===== config.mk =====
export PLATFORM = sky130hd
export DESIGN_NAME = inst_alu_slice
export DESIGN_NICKNAME = d
export VERILOG_FILES = /design/src/rtl/inst_alu_slice.sv
export SDC_FILE = /design/constraint.sdc
export NUM_CORES = 1
export LEC_CHECK = 0
export BUFFER_PORTS_ARGS = -buffer_cell sky130_fd_sc_hd__clkbuf_2
export CAP_MARGIN = 30
export CORE_ASPECT_RATIO = 1.75
export CORE_UTILIZATION = 46
export CTS_BUF_LIST = sky130_fd_sc_hd__clkbuf_2 sky130_fd_sc_hd__clkbuf_4 sky130_fd_sc_hd__clkbuf_8
export DETAILED_ROUTE_END_ITERATION = 8
export GPL_TIMING_DRIVEN = 0
export PLACE_DENSITY_LB_ADDON = 0.05
export SLEW_MARGIN = 30
export SYNTH_ARGS = -nofsm -noshare
export SYNTH_HDL_FRONTEND = slang
export SYNTH_SLANG_ARGS = --single-unit

===== constraint.sdc =====
create_clock -name clk -period 5.3 [get_ports clk]
set_input_delay 1.06 -clock clk [delete_from_list [all_inputs] [get_ports clk]]
set_output_delay 1.06 -clock clk [all_outputs]
set_load 0.1 [all_outputs]

===== src/rtl/inst_alu_slice.sv =====
// rtl/inst_alu_slice.sv - fetch/execute slice: registered instruction ROM, operand muxes, decoded ALU

module mux2to1 #(
  parameter int MUX_W = 32
) (
  input  logic             sel,
  input  logic [MUX_W-1:0] in0,
  input  logic [MUX_W-1:0] in1,
  output logic [MUX_W-1:0] out
);
  assign out = sel ? in1 : in0;
endmodule

module inst_alu_slice #(
  parameter int ADDR_W = 5
) (
  input  logic        clk,
  input  logic        rst,
  input  logic [31:0] pc,
  input  logic [31:0] rs_data,
  input  logic [31:0] rt_data,
  output logic [31:0] instr,
  output logic [4:0]  rs_addr,
  output logic [4:0]  rt_addr,
  output logic [4:0]  wr_addr,
  output logic [31:0] imm_ext,
  output logic [31:0] alu_b,
  output logic [31:0] alu_result,
  output logic        branch,
  output logic        jump
);

  localparam logic [5:0] OP_RTYPE = 6'b000000;
  localparam logic [5:0] OP_J     = 6'b000010;
  localparam logic [5:0] OP_BEQ   = 6'b000100;
  localparam logic [5:0] OP_BNE   = 6'b000101;
  localparam logic [5:0] OP_ADDI  = 6'b001000;
  localparam logic [5:0] OP_SLTI  = 6'b001010;
  localparam logic [5:0] OP_ANDI  = 6'b001100;
  localparam logic [5:0] OP_ORI   = 6'b001101;
  localparam logic [5:0] OP_LW    = 6'b100011;
  localparam logic [5:0] OP_SW    = 6'b101011;

  localparam logic [5:0] FN_SLL = 6'b000000;
  localparam logic [5:0] FN_ADD = 6'b100000;
  localparam logic [5:0] FN_SUB = 6'b100010;
  localparam logic [5:0] FN_AND = 6'b100100;
  localparam logic [5:0] FN_OR  = 6'b100101;
  localparam logic [5:0] FN_SLT = 6'b101010;

  function automatic logic [31:0] rom_word(input logic [ADDR_W-1:0] idx);
    case (32'(idx))
      32'd1:   rom_word = 32'h20010005;
      32'd2:   rom_word = 32'h2002000A;
      32'd3:   rom_word = 32'h00221820;
      32'd4:   rom_word = 32'h00221822;
      32'd5:   rom_word = 32'h00221824;
      32'd6:   rom_word = 32'h00221825;
      32'd7:   rom_word = 32'h0022182A;
      32'd8:   rom_word = 32'h10220002;
      32'd9:   rom_word = 32'h08000000;
      default: rom_word = 32'h00000000;
    endcase
  endfunction

  logic [31:0] instr_d;
  logic [31:0] instr_q;

  // Addresses beyond the ROM depth fetch a zero word rather than aliasing.
  always_comb begin
    instr_d = 32'h00000000;
    if (pc[31:ADDR_W] == '0) begin
      instr_d = rom_word(pc[ADDR_W-1:0]);
    end
  end

  always_ff @(posedge clk or negedge rst) begin
    if (!rst) begin
      instr_q <= 32'h00000000;
    end else begin
      instr_q <= instr_d;
    end
  end

  logic [5:0]  opcode;
  logic [5:0]  funct;
  logic [4:0]  shamt;
  logic        reg_dst;
  logic        alu_src;
  logic        zero_ext;

  assign instr   = instr_q;
  assign opcode  = instr_q[31:26];
  assign funct   = instr_q[5:0];
  assign shamt   = instr_q[10:6];
  assign rs_addr = instr_q[25:21];
  assign rt_addr = instr_q[20:16];

  always_comb begin
    reg_dst  = (opcode == OP_RTYPE);
    alu_src  = 1'b0;
    zero_ext = 1'b0;
    case (opcode)
      OP_ADDI, OP_SLTI, OP_LW, OP_SW: alu_src = 1'b1;
      OP_ANDI, OP_ORI: begin
        alu_src  = 1'b1;
        zero_ext = 1'b1;
      end
      default: ;
    endcase
  end

  assign imm_ext = zero_ext ? {16'h0000, instr_q[15:0]}
                            : {{16{instr_q[15]}}, instr_q[15:0]};

  mux2to1 #(.MUX_W(5)) u_wr_mux (
    .sel (reg_dst),
    .in0 (instr_q[20:16]),
    .in1 (instr_q[15:11]),
    .out (wr_addr)
  );

  mux2to1 #(.MUX_W(32)) u_b_mux (
    .sel (alu_src),
    .in0 (rt_data),
    .in1 (imm_ext),
    .out (alu_b)
  );

  logic [31:0] sum;
  logic [31:0] diff;
  logic        lt_signed;

  assign sum       = rs_data + alu_b;
  assign diff      = rs_data - alu_b;
  assign lt_signed = $signed(rs_data) < $signed(alu_b);

  always_comb begin
    alu_result = 32'h00000000;
    branch     = 1'b0;
    jump       = 1'b0;
    case (opcode)
      OP_RTYPE: begin
        case (funct)
          FN_ADD:  alu_result = sum;
          FN_SUB:  alu_result = diff;
          FN_AND:  alu_result = rs_data & alu_b;
          FN_OR:   alu_result = rs_data | alu_b;
          FN_SLT:  alu_result = {31'b0, lt_signed};
          FN_SLL:  alu_result = alu_b << shamt;
          default: alu_result = 32'h00000000;
        endcase
      end
      OP_ADDI, OP_LW, OP_SW: alu_result = sum;
      OP_SLTI: alu_result = {31'b0, lt_signed};
      OP_ANDI: alu_result = rs_data & alu_b;
      OP_ORI:  alu_result = rs_data | alu_b;
      OP_BEQ: begin
        alu_result = diff;
        branch     = (rs_data == alu_b);
      end
      OP_BNE: begin
        alu_result = diff;
        branch     = (rs_data != alu_b);
      end
      OP_J:    jump = 1'b1;
      default: alu_result = 32'h00000000;
    endcase
  end

endmodule


# == Yosys cells after proc, flatten, opt, wreduce, memory -nomap -nowiden ==
# Memory sizes are Yosys's and may differ from the RTL's.
# Cells that the tools add are included.
# Widths: inputs -> output; s select.
# classes
add_sub_neg,2
order_cmp,1
n_eq_ne,16
shifts,1
mux,11
bitwise,2
n_reduce_logical,7
# op_table
op,count
$pmux 32 s6,2
$mux 32,4
$eq 6x6->1 const B,7
$add 32x32->32,1
$and 32x32->32,1
$eq 32x32->1,1
$lt 32x32->1,1
$ne 32x32->1,1
$or 32x32->32,1
$shl 32x5->32,1
$sub 32x32->32,1
$logic_not 27->1,1
$eq 6x4->1 const B,4
$eq 6x3->1 const B,2
$logic_not 6->1,2
$eq 6x2->1 const B,1
$reduce_or 6->1,1
$mux 5,1
$reduce_or 2->1,2
$mux 1,3
$reduce_or 3->1,1
$pmux 1 s2,1
# word_totals
reg_bits,32
rom_bits,208
output_inout_bits,145
wordCells,42
mem_count,1
# memory_table
memory,words,width,rd,rd_ports_with_merged_regs,write_ports,line_no,source
(no name shown),16,13,1,0,0,52,case (32'(idx))

# == Depth between registers and ports, before layout ==
# logic_depth
word_depth,8
depth_mapped,17

# == By module ==
# Synthesis repeated with hierarchy kept, for this count alone.
# unflattened
cells_unflattened,1010
area_unflattened_um2,7333.3
# modules_own_cells
module,instances,cells_per_inst,area_each_um2,seq_area_each_um2
inst_alu_slice,1,969,6732.7,275.3
mux2to1 (u_b_mux),1,36,544.3,0.0
mux2to1 (u_wr_mux),1,5,56.3,0.0

# == Least setup slack after synthesis ==
# Ideal clock, no wire load.
# synth_timing
path_kind,flip-flop to output port
startpoint,register instr_q[28] (netlist: instr[28])
endpoint,output port alu_result[19]
arrival_ns,6.816
t_required_ns,4.240
slack_ns,-2.576
stages_incl_launch_ff,18
n_path_buf,3
cell_sequence,dfrtp_1 > buf_4 > and2_1 > nand2b_1 > clkbuf_1 > nand2_1 > nand2_1 > inv_1 > ha_1 > buf_2 > nand2b_1 > a2111oi_0 > a211oi_2 > a211oi_2 > o21bai_1 > a21o_1 > o221a_2 > o21ai_0
# synth_lines
element,line_no,source
"start, declared",67,logic [31:0] instr_q;
"start signal, assigned",81,instr_q <= instr_d;
$eq 6x4->1 or $eq 6x6->1 (tied branches),103,case (opcode)
$reduce_or 6->1 (no line) *,-,
$mux 1 *,103,
$mux 32 *,11,assign out = sel ? in1 : in0;
via alu_b[2],27,"output logic [31:0] alu_b,"
$sub 32x32->32 (tied with other cells),135,assign diff = rs_data - alu_b;
$pmux 32 s6,144,case (funct)
$pmux 32 s6 *,142,case (opcode)
"end, declared",28,"output logic [31:0] alu_result,"
# The timed path passes the listed nets; every way through them passes the cells marked *.

# == Worst setup path in the final report ==
# layout_timing
startpoint,register instr_q[27] (netlist: instr[27])
endpoint,output port alu_result[8]
# layout_via
elab_chain_cells,8
# layout_lines
element,line_no
"parallel branches: the longest is 7 deep, another holds $sub 32x32->32",-
$pmux 32 s6 *,142
# Mark *: on every way between the ends.

==> flow_metrics.py <==
metrics = {
    "finish": {
        "diodes": 0,
        "fin_area_um2": 9630,
        "seq_area_um2": 287,
        "final_cell_count_no_fill": 1461,
        "n_fill_cell": 1459,
        "drive_gt1_share_pct": 35.8,
        "layout.nets": 1484,
        "largest_reg_flops": 11,
        "multi_input_comb_area_um2": 6560,
        "area_delta_synth_final_pct": 39.4,
    },
    "placement": {
        "dpl_cell_area_um2": 8650,
        "dp.final_hpwl_um": 23400,
        "gp_congestion": 0.995,
        "port_buffers": 188,
        "dp.cells": 1443,
    },
    "global_route": {
        "grt_pass1_wl_um": 44300,
        "grt_max_degree": 15,
        "first_global_vias": 8400,
        "grt_use_total_pct": 37.4,
        "gr-total-overflow": 0,
        "grt_antenna_before_repair": 0,
    },
    "routing": {
        "final_antenna_net_count": 0,
        "first_pass_iters": 5,
        "num_vias": 9036,
        "wl_um": 30300,
        "drt_iter0_markers": 678,
        "via_per_inst": 6.18,
        "drc": 0,
        "wl_per_cell_um": 20.7,
    },
    "clocking": {
        "cts_tree": "yes",
        "clk_path_buf_depth": 2,
        "cts.sinks": 11,
        "htree_levels": 1,
        "cts_buffers": 3,
        "cts-root-buf": "clkbuf_8",
        "path_clk_slew_ps": 50,
    },
    "pwr": {
        "p_sw_mw": 0.889,
        "clkPwrFrac_pct": 6.5,
        "ir_worst_vdd_uv": 149,
        "seq_power_share_pct": 6.1,
        "combPwrFrac_pct": 87.4,
        "internal-power_mw": 0.491,
        "power.density_nw_per_um2": 143,
        "p_leak_nw": 4.70,
        "p_sw_share_pct": 64.4,
        "finalPower_mw": 1.38,
    },
    "die": {
        "die_y_um": 164,
        "initial_utilization_pct": 47.6,
        "dieWidth_um": 94.6,
        "dieArea_um2": 15500,
        "boundaryPins": 243,
        "core_um2": 14500,
        "rows": 58,
    },
    "timing": {
        "worst_pin_slew_ps": 1060,
        "setup_viol": 0,
        "fmax_ghz": 0.189,
        "fin_crit_sh_pct": 99.9,
        "hold_viol": 0,
        "holdWs_ps": 704,
        "drv_slew": 0,
        "slew_headroom_pct": 29.0,
        "post-route-min-period_ps": 5290,
    },
    "logic_synthesis": {
        "synth_simple_gate_area_share_pct": 19.4,
        "synth_top_family_by_area": "compound AO/OA/AOI/OAI gates",
        "synthAdderAreaFrac_pct": 19.0,
        "ys_seq_area_share_pct": 3.99,
        "avgSynthCellArea_um2": 6.76,
        "synth_xor_area_share_pct": 1.52,
        "synthMuxAreaShare_pct": 1.96,
        "syn_area_um2": 6910,
        "ys_ff_latch": 11,
        "synth_cells": 1022,
        "yosysWarnings": 0,
        "synth_cell_type_count": 77,
        "synth_compound_area_share_pct": 37.5,
        "async_flop_share_pct": 100,
        "synth-main-ff-cell": "dfrtp_1",
        "synth-edff-count": 0,
    },
    "critical_path": {
        "critPathLaunchType": "register",
        "cpLargestDelayFamily": "buffers and inverters",
        "slowest_stage": "a21boi_1",
        "end_kind": "output pin",
        "crit_chain": "clkbuf_1, nor3_1, a21boi_1, clkbuf_1, clkdlybuf4s15_2, a22oi_1, o21ai_4, clkbuf_2",
        "cp_common_cell": "clkbuf_1",
        "worst_ep_arrival_time_ps": 4230,
        "path_max_fanout": 10,
        "critical_path_buf_inv_count": 4,
        "max_stage_delay_ps": 690,
        "worstSetupPathType": "register to output pin",
        "cp.required_ps": 4240,
    },
    "hold_path": {
        "min-delay-path-class": "input pin to async pin",
    },
    "run": {
        "drv_cap": 0,
    },
    "status": {
        "run_status": "complete, no violations",
    },
}
[cells in the mapped netlist (all sizes together) (10+ instances only)]
| cell type | n | area share (%) |
|---|---|---|
| a21o | 25 | 2.7 |
| a22oi | 22 | 2.4 |
| nand2b | 12 | 1.1 |
| nor2b | 14 | 1.3 |
| o21ai | 80 | 5.9 |
| nor2 | 62 | 3.4 |
| nand3 | 10 | 0.72 |
| a21oi | 79 | 5.7 |
| buf | 83 | 8.6 |
| dfrtp | 11 | 4.0 |
| inv | 101 | 5.5 |
| xnor2 | 10 | 1.3 |
| nor3 | 16 | 1.2 |
| nand4 | 14 | 1.3 |
| o211ai | 13 | 1.4 |
| o22ai | 37 | 3.4 |
| nand2 | 76 | 4.1 |
| o21a | 12 | 1.3 |
| nor4 | 22 | 2.0 |
| a221oi | 18 | 2.3 |
| clkbuf | 48 | 2.6 |
| ha | 103 | 19 |
| o21bai | 18 | 2.0 |
[stage by stage]
step / TNS [ps] / util, % / setup WS, ps
after floorplan: -2640 / - / -548
after global placement: -8060 / 59.6 / -716
after detailed placement: -8280 / 59.6 / -755
after CTS: -62.1 / 63.5 / -59.2
after global routing: -124 / 66.3 / -30.8
final: 0 / 66.3 / 6.74
[power by group through the flow]
stage	Combinational (mW)	Sequential, mW	Clock [mW]
after floorplan	0.867	0.0856	0
after global placement	1.06	0.0855	0
after detailed placement	1.07	0.0855	0
after CTS	1.14	0.0841	0.0892
after global routing	1.27	0.0840	0.0914
final	1.21	0.0841	0.0902
[what timing repair did]
action                                  CTS  global route
hold endpoints to repair                  0             0
pin swaps                                15            16
hold buffers                              0             0
endpoints found under the setup margin   27            24
gates resized for setup                 106            85
buffers inserted                         14             9
[placed cells by master (no fill, tap or decap), drive strengths merged, types with 5 or more instances in the layout]
cell / instances
clkbuf: 226
buf: 110
ha: 103
inv: 99
o21ai: 80
a21oi: 79
nand2: 76
nor2: 62
conb: 54
o22ai: 37
a21o: 25
a22oi: 22
nor4: 22
o21bai: 18
a221oi: 18
nor3: 16
nand4: 14
nor2b: 14
o211ai: 13
o21a: 12
nand2b: 12
dfrtp: 11
xnor2: 10
nand3: 10
or3: 9
mux2i: 9
o221ai: 9
a211oi: 8
a21boi: 8
o221a: 7
and2: 7
o31ai: 6
or2: 5
a221o: 5
[kinds of logic (layout without fill, tap and decap cells)]
group	count (synthesis)	after routing
AOI/OAI and AO/OA	382	382
and+or+nand+nor	267	267
buffers and inverters	232	438
adders and majority gates	104	104
muxes	13	13
xor gates and xnor gates	12	12
DFF	11	11
other	1	54
[area by class of cell]
type | count | area share [%]
multi-input cells | 832 | 68.1
repair buffers | 211 | 13.4
plain buffers | 122 | 8.68
inverters | 101 | 4.02
flip-flops and latches | 11 | 2.98
well taps | 180 | 2.34
clock buffers | 4 | 0.507
[routing by layer]
layer	part of all wire [%]	routed length, um	GRT usage [%]	vias to the layer above
met5	0	0	0	-
met4	9.5	2870	29.0	0
met1	35	10700	40.5	4194
met3	7.3	2200	4.21	172
li1	-	-	-	4129
met2	48	14500	64.8	541
[path summary, 6_finish.rpt]
path | startpoint | endpoint | slack [ps] | depth (start not counted)
hold / removal | rst | instr[3] | 700 | 1
setup / recovery | instr[27] | alu_result[8] | 7 | 8
min in group clk | pc[3] | instr[27] | 1110 | 2
max in group asynchronous | rst | instr[28] | 4330 | 1
No activity file was read; power rests on OpenSTA's default activity.
